<file path="config.mk">
export PLATFORM = sky130hd
export DESIGN_NAME = seq_divider
export DESIGN_NICKNAME = d
export VERILOG_FILES = /design/src/rtl/seq_divider.sv
export SDC_FILE = /design/constraint.sdc
export NUM_CORES = 1
export LEC_CHECK = 0
export ABC_AREA = 1
export CAP_MARGIN = 0
export CORE_ASPECT_RATIO = 0.75
export CORE_MARGIN = 2
export CORE_UTILIZATION = 30
export DETAILED_ROUTE_END_ITERATION = 16
export PLACE_DENSITY = 0.44
export SYNTH_ARGS = -nofsm -noshare
export SYNTH_HDL_FRONTEND = slang
export SYNTH_SLANG_ARGS = --single-unit
</file>
<file path="constraint.sdc">
create_clock -name clk -period 2.9 [get_ports clk]
set_clock_uncertainty 0.15 [all_clocks]
set_input_delay 0.435 -clock clk [delete_from_list [all_inputs] [get_ports clk]]
set_output_delay 0.435 -clock clk [all_outputs]
set_load 0.02 [all_outputs]
</file>
<file path="src/rtl/seq_divider.sv">
// Multicycle signed restoring divider for DIV: one quotient bit per clock,
// sign fix-up in a final cycle, done/div0 pulses for the control unit.
module seq_divider #(
  parameter int unsigned WIDTH = 32
) (
  input  logic             clk,
  input  logic             reset,
  input  logic             start,
  input  logic [WIDTH-1:0] dividend,
  input  logic [WIDTH-1:0] divisor,
  output logic             busy,
  output logic             done,
  output logic             div0,
  output logic [WIDTH-1:0] quot,
  output logic [WIDTH-1:0] rem
);

  localparam int unsigned CW = $clog2(WIDTH + 1);

  typedef enum logic [1:0] {IDLE, CALC, FIX} state_e;

  state_e           state_q, state_d;
  logic [CW-1:0]    cnt_q, cnt_d;
  logic [WIDTH-1:0] dvd_q, dvd_d;
  logic [WIDTH-1:0] dvs_q, dvs_d;
  logic [WIDTH-1:0] acc_q, acc_d;
  logic [WIDTH-1:0] quot_q, quot_d;
  logic [WIDTH-1:0] rem_q, rem_d;
  logic             sign_q_q, sign_q_d;
  logic             sign_r_q, sign_r_d;
  logic             busy_q, busy_d;
  logic             done_q, done_d;
  logic             div0_q, div0_d;
  logic [WIDTH:0]   shifted;

  // dvd_q holds the dividend magnitude and fills with quotient bits from the LSB
  // as it shifts, so after WIDTH iterations it is the unsigned quotient.
  always_comb begin
    state_d  = state_q;
    cnt_d    = cnt_q;
    dvd_d    = dvd_q;
    dvs_d    = dvs_q;
    acc_d    = acc_q;
    quot_d   = quot_q;
    rem_d    = rem_q;
    sign_q_d = sign_q_q;
    sign_r_d = sign_r_q;
    busy_d   = busy_q;
    done_d   = 1'b0;
    div0_d   = 1'b0;
    shifted  = {acc_q, dvd_q[WIDTH-1]};

    unique case (state_q)
      IDLE: begin
        if (start) begin
          if (divisor == '0) begin
            div0_d = 1'b1;
          end else begin
            dvd_d    = dividend[WIDTH-1] ? -dividend : dividend;
            dvs_d    = divisor[WIDTH-1]  ? -divisor  : divisor;
            sign_q_d = dividend[WIDTH-1] ^ divisor[WIDTH-1];
            sign_r_d = dividend[WIDTH-1];
            acc_d    = '0;
            cnt_d    = '0;
            busy_d   = 1'b1;
            state_d  = CALC;
          end
        end
      end
      CALC: begin
        if (shifted >= {1'b0, dvs_q}) begin
          acc_d = WIDTH'(shifted - {1'b0, dvs_q});
          dvd_d = {dvd_q[WIDTH-2:0], 1'b1};
        end else begin
          acc_d = shifted[WIDTH-1:0];
          dvd_d = {dvd_q[WIDTH-2:0], 1'b0};
        end
        cnt_d = cnt_q + CW'(1);
        if (cnt_q == CW'(WIDTH - 1)) state_d = FIX;
      end
      FIX: begin
        quot_d  = sign_q_q ? -dvd_q : dvd_q;
        rem_d   = sign_r_q ? -acc_q : acc_q;
        done_d  = 1'b1;
        busy_d  = 1'b0;
        state_d = IDLE;
      end
      default: state_d = IDLE;
    endcase
  end

  always_ff @(posedge clk) begin
    if (!reset) begin
      state_q  <= IDLE;
      cnt_q    <= '0;
      dvd_q    <= '0;
      dvs_q    <= '0;
      acc_q    <= '0;
      quot_q   <= '0;
      rem_q    <= '0;
      sign_q_q <= 1'b0;
      sign_r_q <= 1'b0;
      busy_q   <= 1'b0;
      done_q   <= 1'b0;
      div0_q   <= 1'b0;
    end else begin
      state_q  <= state_d;
      cnt_q    <= cnt_d;
      dvd_q    <= dvd_d;
      dvs_q    <= dvs_d;
      acc_q    <= acc_d;
      quot_q   <= quot_d;
      rem_q    <= rem_d;
      sign_q_q <= sign_q_d;
      sign_r_q <= sign_r_d;
      busy_q   <= busy_d;
      done_q   <= done_d;
      div0_q   <= div0_d;
    end
  end

  assign busy = busy_q;
  assign done = done_q;
  assign div0 = div0_q;
  assign quot = quot_q;
  assign rem  = rem_q;

endmodule

</file>
==> impl_metrics.toml <==
[cts]
cts-root-buf = "clkbuf_16"
htree_levels = 4
cts_num_sinks = 173
cts-hold-fix-buffers = 0
worstSkewPairLatency_ps = 460
tritoncts = "done"
numCtsBuffers = 17
cts.reportedPaths.clkPinSlew_ps = 70
clock_path_buffers = 2
cts_setup_buffers = 0
cts_repair_resize_count = 0

[critical_path]
r2r_slack_ps = 170
critPathSlowestCell = "ha_1"
crit_required_ps = 3090
cp_num_cells = 14
crit_path_end = "acc_q[28]"
worstRegToRegCells = 14
worst_setup_path_end_kind = "register"
slowest_delay_ps = 390
cp_top_family = "simple AND/OR/NAND/NOR gates"
criticalPathCategory = "reg2reg"
worst-path-max-fanout = 13
critPathMostFrequentCell = "nand2_1"
cp-start-kind = "register"
path_buf_inv = 2
r2r_start = "dvs_q[17]"
arrival_ps = 2920
cp_cell_sequence = "inv_1, ha_1, nand2_1, nor2_1, nand2_1, nor2_1, nand2_1, nor2_1, nor2_4, nand2_4, buf_12, nand3_1, nand2_1, a21oi_2"
cp-startpoint = "dvs_q[17]"
worstReg2RegEnd = "acc_q[28]"

[synthesis]
syn-cell-area_sq_um = 12800
synth.top_cell.area_share_pct = 27.1
synth_cells = 2147
ys.flop_type = "dfxtp_1"
synth_cell_types = 45
yosys.area_share.simple_pct = 35.7
async_flop_share_pct = 0
yosys-top-cells-count = "nand2_1, inv_1, nor2_1"
seq_area_frac_synth_pct = 27.1
synth_compound_area_share_pct = 15.8
synthAdderAreaFrac_pct = 3.78
yosys-top-cells-area = "dfxtp_1, nand2_1, inv_1"
synth_top_family_by_area = "simple AND/OR/NAND/NOR gates"
synth_area_per_cell_sq_um = 5.94
synth_xor_area_share_pct = 4.80
synth_top_area_cell = "dfxtp_1"
syn-num-nets = 2252
synth.most_common_cell = "nand2_1"
yosysWarnings = 0
synth_edf_count = 0
synthMuxAreaShare_pct = 0
synth-seq-cells = 173

[power]
ir_drop_uv = 523
power_density_nw_per_um2 = 747
power.total_mw = 11.6
p_leak_nw = 7.32

[sta]
rsz0062_at_grt = "no"
tightest_slew_ps = 829
setup_violations = 0
min_period_ps = 2730
fmax_mhz = 367
finalHoldViolations = 0
relSlewSlack_pct = 44.7
slew_viol_final = 0
finalCritPeriodShare_pct = 94.0

[grt]
grt_max_degree = 116
grtUsageMet1_pct = 37.9
grt_pass1_wl_um = 77200
met2_usage_pct = 30.1
first_global_vias = 12610
top_usage_layer = "met1"
antenna_found_initial = 2
grt_overflow = 0
met3_usage_pct = 3.26
track_usage_pct = 22.9

[floorplan]
design.die.area_sq_um = 44200
initial_core_util_pct = 30.4
fp-row-count = 65
io_pins = 134
die_y_um = 183
placeableCoreArea_sq_um = 42000
die-width_um = 242

[final_layout]
final_util_pct = 37.0
fin_area_sq_um = 15600
finish.net_count = 2384
syn_to_final_growth_pct = 21.9
drive_above_1_share_pct = 5.58
fillCellCount = 4634

[routing]
drt-initial-drc-count = 1460
drt_first_pass_iters = 6
finalWirelength_um = 51100
dr_total_vias = 13953
drc = 0
viasPerCell = 4.88
postRouteAntennaNets = 0
wl_per_cell_um = 17.8

[placement]
portBuffers = 133
dp_hpwl_um = 41100
placed_area_sq_um = 15000
gp_congestion = 0.903

[hold_path]
hold_class = "in2reg"

[outcome]
outcome = "finished, final reports clean"

[job]
drv_cap = 0
==> placed cells by master (no fill, tap or decap), drive strengths merged, types with 37 or more instances in the layout <==
cell           instances
nand2                565
clkdlybuf4s50        132
nor2                 253
a21oi                153
o21ai                167
buf                   61
inv                  329
xor2                  49
ha                    37
nand3                185
dfxtp                173
==> cell type report <==
cell class                      instances  area (sq um)  area share, %
Multi-Input combinational cell       1568          7690           49.4
Sequential cell                       173          3460           22.3
Timing Repair Buffer                  193          1880           12.1
Inverter                              326          1220           7.87
Tap cell                              569           712           4.58
Clock buffer                           21           460           2.96
Clock inverter                         11           129          0.829
Antenna cell                            1          2.50         0.0161
==> layer usage <==
metal,up-vias,wire length (um)
met3,32,2980
met1,6389,28700
met5,-,8
li1,7133,-
met2,397,18800
met4,2,611
==> flip-flops by register name, summed over array words and instances (netlist names) <==
signal,cells
acc_q,32
cnt_q,6
done,1
sign_r_q,1
dvs_q,32
div0,1
sign_q_q,1
busy,1
quot,32
state_q,2
rem,32
dvd_q,32
==> through the flow <==
step	setup WS (ps)	TNS, ps	hold WS, ps	cells
global route	13.1	0	282	2861
global placement	-51.3	-172	307	2829
detailed placement	-52.2	-176	319	2829
floorplan	785	0	282	2147
CTS	141	0	252	2861
finish	174	0	259	2862
==> cell families after synthesis <==
kind of cell,after synthesis
xor+xnor,70
compound gates,375
simple gates,1085
flops,173
fa+ha+maj,38
buf+inv,406
==> power breakdown <==
| group | total, mW | internal, mW | switching, mW |
|---|---|---|---|
| clock network | 2.40 | 1.32 | 1.07 |
| logic | 6.46 | 2.09 | 4.37 |
| registers | 2.75 | 2.56 | 0.196 |
==> how the worst min path moves through the flow <==
stage | cells after the start | startpoint | end
3_3_place_gp | 2 | cnt_q[4] | cnt_q[4]
4_1_cts | 3 | reset | done
3_5_place_dp | 2 | busy | busy
2_1_floorplan | 2 | dvs_q[0] | dvs_q[0]
6_report | 3 | reset | done
5_1_grt | 3 | reset | dvd_q[25]
==> tightest hold or removal path: stages <==
cell    delay [ps]
buf_2           90
inv_2          150
nor2_1         140
(Power assumes the default switching activity.)
